[config.mk]
export PLATFORM = sky130hd
export DESIGN_NAME = evac_prio_queue
export DESIGN_NICKNAME = d
export VERILOG_FILES = /design/src/rtl/evac_prio_queue.sv
export SDC_FILE = /design/constraint.sdc
export NUM_CORES = 1
export LEC_CHECK = 0
export ABC_AREA = 1
export CORE_MARGIN = 2
export CORE_UTILIZATION = 55
export DETAILED_ROUTE_END_ITERATION = 7
export GPL_TIMING_DRIVEN = 0
export PLACE_DENSITY = 0.74
export SLEW_MARGIN = 20
export SYNTH_ARGS = -nofsm -noshare
export SYNTH_HDL_FRONTEND = slang
export SYNTH_SLANG_ARGS = --single-unit
[constraint.sdc]
create_clock -name clk -period 10.87 [get_ports clk]
set_input_delay 2.7175 -clock clk [delete_from_list [all_inputs] [get_ports clk]]
set_output_delay 2.7175 -clock clk [all_outputs]
set_load 0.03 [all_outputs]
[src/rtl/evac_prio_queue.sv]
// Priority queue of (zone, priority) evacuation requests: highest priority first,
// oldest first among equal priorities. Storage is insertion-ordered and kept compacted.
module evac_prio_queue #(
    parameter int DEPTH  = 8,
    parameter int ZONE_W = 8,
    parameter int PRIO_W = 2,
    parameter int CNT_W  = $clog2(DEPTH + 1)
) (
    input  logic              clk,
    input  logic              rst_n,
    input  logic              insert,
    input  logic              serve,
    input  logic              clear,
    input  logic [ZONE_W-1:0] zone_in,
    input  logic [PRIO_W-1:0] prio_in,
    output logic [ZONE_W-1:0] out_zone,
    output logic [PRIO_W-1:0] out_prio,
    output logic              out_valid,
    output logic              empty,
    output logic              full,
    output logic [CNT_W-1:0]  count,
    output logic              overflow,
    output logic              underflow
);
    localparam int IDX_W = (DEPTH > 1) ? $clog2(DEPTH) : 1;

    logic [ZONE_W-1:0] zone_reg  [DEPTH];
    logic [ZONE_W-1:0] zone_next [DEPTH];
    logic [PRIO_W-1:0] prio_reg  [DEPTH];
    logic [PRIO_W-1:0] prio_next [DEPTH];
    logic [DEPTH-1:0]  valid_reg;
    logic [DEPTH-1:0]  valid_next;
    logic [CNT_W-1:0]  count_reg;
    logic [CNT_W-1:0]  count_next;
    logic [CNT_W-1:0]  wr_idx;
    logic              overflow_reg;
    logic              underflow_reg;
    logic [IDX_W-1:0]  sel;
    logic [PRIO_W-1:0] best_prio;
    logic              is_empty;
    logic              is_full;
    logic              serve_ok;
    logic              insert_ok;

    assign is_empty  = (count_reg == '0);
    assign is_full   = (count_reg == CNT_W'(DEPTH));
    assign serve_ok  = serve && !clear && !is_empty;
    assign insert_ok = insert && !clear && (!is_full || serve_ok);
    // A same-cycle serve compacts first, so the new entry lands one slot lower.
    assign wr_idx    = serve_ok ? (count_reg - 1'b1) : count_reg;

    // Strict '>' keeps the oldest slot among equal maximum priorities.
    always_comb begin
        sel       = '0;
        best_prio = prio_reg[0];
        for (int i = 1; i < DEPTH; i++) begin
            if (valid_reg[i] && (prio_reg[i] > best_prio)) begin
                sel       = IDX_W'(i);
                best_prio = prio_reg[i];
            end
        end
    end

    always_comb begin
        count_next = count_reg;
        if (clear) begin
            count_next = '0;
        end else if (insert_ok && !serve_ok) begin
            count_next = count_reg + 1'b1;
        end else if (serve_ok && !insert_ok) begin
            count_next = count_reg - 1'b1;
        end
    end

    generate
        for (genvar gi = 0; gi < DEPTH; gi++) begin : g_slot
            logic [ZONE_W-1:0] zone_src;
            logic [PRIO_W-1:0] prio_src;
            logic              write_here;

            if (gi < DEPTH - 1) begin : g_shift
                assign zone_src = (serve_ok && (IDX_W'(gi) >= sel)) ? zone_reg[gi+1] : zone_reg[gi];
                assign prio_src = (serve_ok && (IDX_W'(gi) >= sel)) ? prio_reg[gi+1] : prio_reg[gi];
            end else begin : g_last
                assign zone_src = zone_reg[gi];
                assign prio_src = prio_reg[gi];
            end

            assign write_here     = insert_ok && (wr_idx == CNT_W'(gi));
            assign zone_next[gi]  = write_here ? zone_in : zone_src;
            assign prio_next[gi]  = write_here ? prio_in : prio_src;
            assign valid_next[gi] = (CNT_W'(gi) < count_next);
        end
    endgenerate

    always_ff @(posedge clk or negedge rst_n) begin
        if (!rst_n) begin
            count_reg     <= '0;
            valid_reg     <= '0;
            overflow_reg  <= 1'b0;
            underflow_reg <= 1'b0;
            for (int i = 0; i < DEPTH; i++) begin
                zone_reg[i] <= '0;
                prio_reg[i] <= '0;
            end
        end else begin
            count_reg     <= count_next;
            valid_reg     <= valid_next;
            overflow_reg  <= insert && !clear && is_full && !serve_ok;
            underflow_reg <= serve && !clear && is_empty;
            for (int i = 0; i < DEPTH; i++) begin
                zone_reg[i] <= zone_next[i];
                prio_reg[i] <= prio_next[i];
            end
        end
    end

    assign out_zone  = is_empty ? '0 : zone_reg[sel];
    assign out_prio  = is_empty ? '0 : prio_reg[sel];
    assign out_valid = !is_empty;
    assign empty     = is_empty;
    assign full      = is_full;
    assign count     = count_reg;
    assign overflow  = overflow_reg;
    assign underflow = underflow_reg;
endmodule

==> impl_metrics.json <==
{
  "cp_data_arrival_time_ns": 7.57,
  "synthToLayoutAreaGrowth_pct": 15.3,
  "cp-startpoint": "prio_reg[15]",
  "synth_nets": 857,
  "p_per_area_nw_per_um2": 319,
  "cts_tree": "done",
  "hold_ws_ns": 0.530,
  "max-slew-margin-rel_pct": 57.5,
  "die_h_microns": 107,
  "dp_hpwl_mm": 13.0,
  "grt_pass1_vias": 5485,
  "die_area_sq_um": 11500,
  "placed_cell_area_sq_um": 6380,
  "yosysSeqAreaShare_pct": 39.3,
  "crit_top_cell": "nand2_1",
  "p_leak_nw": 3.21,
  "gp_congestion": 0.995,
  "dieWidth_microns": 107,
  "final_layout_size_suffix_gt1_share_pct": 13.3,
  "max_cap_violations": 0,
  "hold_path.class": "reg2reg",
  "synthTopCellsByArea": "dfrtp_1 (39%), nand2_1 (15%), nand3_1 (12%)",
  "totalWireLength_mm": 17.0,
  "vias": 5718,
  "critPathCaptureType": "output pin",
  "grt_overflow": 0,
  "grt_use_total_pct": 30.8,
  "cp_slowest_cell": "dfrtp_1",
  "critPathKind": "reg2out",
  "rows": 37,
  "syn_inst": 830,
  "final_area_sq_um": 6750,
  "ir_drop_mv": 0.200,
  "synth_top_area_cell": "dfrtp_1",
  "rr_startpoint": "prio_reg[15]",
  "min-delay-start": "g_slot[7].zone_src[7]",
  "drt-initial-drc-count": 484,
  "worstMarginPinSlew_ns": 0.635,
  "layout_common_cells": "nand2_1 (226), nand3_1 (138), dfrtp_1 (92)",
  "status": "finished clean",
  "wl_per_cell_microns": 16.6,
  "fin_nets": 910,
  "cp_top_family": "simple AND/OR/NAND/NOR gates",
  "cts_root_buf": "clkbuf_8",
  "path_clk_slew_ns": 0.09,
  "skew_ns": 0.0111,
  "largest_register_ffs": 56,
  "min_period_over_period_pct": 94.6,
  "io_buffers": 33,
  "path_buf_inv": 9,
  "mostFrequentLayoutCell": "nand2_1",
  "cts_hold_buf": 0,
  "fin_setup_tns_ns": 0,
  "htreeDepth": 3,
  "viasPerCell": 5.58,
  "cp-start-kind": "flip-flop",
  "synth_cell_type_count": 40,
  "synth_top_area_share_pct": 39.3,
  "cp.required_ns": 8.15,
  "fin_cells": 1024,
  "synth_seq_cells": 92,
  "io_pins": 34,
  "critPathMaxStageDelay_ns": 0.40,
  "synth-edff-count": 0,
  "final.min_clock_period_ns": 10.29,
  "grt_pass1_wl_mm": 27.4,
  "ys.flop_type": "dfrtp_1",
  "cts_buffer_depth": 2,
  "grt_max_degree": 55,
  "async_reset_ff_share_pct": 100,
  "max_clock_freq_mhz": 97.2,
  "cp_max_fo": 7,
  "ys_warn_count": 0,
  "numCtsBuffers": 9,
  "num_antenna_cells": 0,
  "hold_viol": 0,
  "core_sq_um": 10300,
  "synth.avg_cell_area_sq_um": 7.05,
  "drc": 0,
  "cts_sinks": 92,
  "finalSetupViolCount": 0,
  "p_total_w": 0.00216,
  "synth.cell_area_sq_um": 5860,
  "clkLatencyLatePin_ns": 0.40,
  "maxSlewViolCount": 0,
  "placed_cells": 1000,
  "start_util_pct": 56.7,
  "antenna_found_initial": 0,
  "drtAntennaViolNets": 0,
  "dr.pass1.iters": 7
}
==> final cells by class <==
class                           instances  area (sq um)
Fill cell                             937          3570
Multi-Input combinational cell        601          3090
Sequential cell                        92          2300
Timing Repair Buffer                   40           367
Inverter                               94           358
Buffer                                 45           254
Tap cell                              136           170
Clock buffer                           10           138
Clock inverter                          6          71.3
==> worst paths after layout <==
check	endpoint	slack [ns]	depth (start not counted)
min in group asynchronous	prio_reg[12]	2.22	1
worst max-delay path	out_zone[4]	0.58	52
worst min-delay path	g_slot[7].zone_src[7]	0.53	2
worst max register to register	prio_reg[14]	3.30	53
worst min register to register	g_slot[7].zone_src[7]	0.53	2
max in group asynchronous	zone_reg[17]	8.06	2
==> cells by family after synthesis <==
family                   after synthesis  synth area share (%)
XOR/XNOR                               5                 0.876
buffers and inverters                139                  9.79
flip-flops                            92                  39.3
adder cells (fa/ha/maj)               12                  2.56
AO/OA/AOI/OAI                        142                  14.3
multiplexers                           1                 0.171
AND/OR/NAND/NOR                      439                  33.0
==> worst reg2reg max path, delay by kind of cell (launching register included) <==
kind | cells | cell delay [ns]
simple gates | 24 | 2.54
compound gates | 13 | 1.68
fa+ha+maj | 7 | 1.96
buf+inv | 9 | 0.92
flops | 1 | 0.40
==> Yosys cell counts, types with 2 or more instances <==
master	number
a21oi_2	2
o211ai_1	15
a31oi_1	16
o221ai_1	10
ha_1	12
nor2_2	5
a21oi_1	16
nand2_1	230
inv_2	5
dfrtp_1	92
o21ai_1	27
nand2_2	5
buf_4	5
nor2_8	3
nor2_1	46
o21ai_0	50
nand3_1	143
clkbuf_1	14
buf_1	2
buf_2	23
inv_1	87
a21boi_0	2
xnor2_1	3
==> metrics by stage <==
step	setup slack [ns]	utilization, %
finish	0.583	65.4
global route	-0.0583	65.4
CTS	0.0641	64.3
detailed placement	-0.356	61.8
global placement	-0.103	61.6
floorplan	1.35	-
==> repair_timing <==
item / CTS / global route
pin swaps: 1 / 9
setup buffers: 0 / 6
gates cloned: 1 / 1
setup endpoints to repair: 10 / 10
resized for setup: 40 / 72
==> power breakdown <==
| part | total [W] | switching, W | internal [W] |
|---|---|---|---|
| sequential | 0.000582 | 0.000112 | 0.000469 |
| combinational | 0.00133 | 0.000869 | 0.000458 |
| clock | 0.000248 | 0.000134 | 0.000114 |
| total | 0.00216 | 0.00112 | 0.00104 |
==> routing by layer <==
layer,wire [microns],up-vias,track usage [%]
met5,0,-,0
met4,168,0,7.14
met3,1250,18,6.57
met2,8350,191,52.0
met1,7220,2669,40.4
li1,-,2840,-
Note: power is estimated with default switching activity, not from simulation.
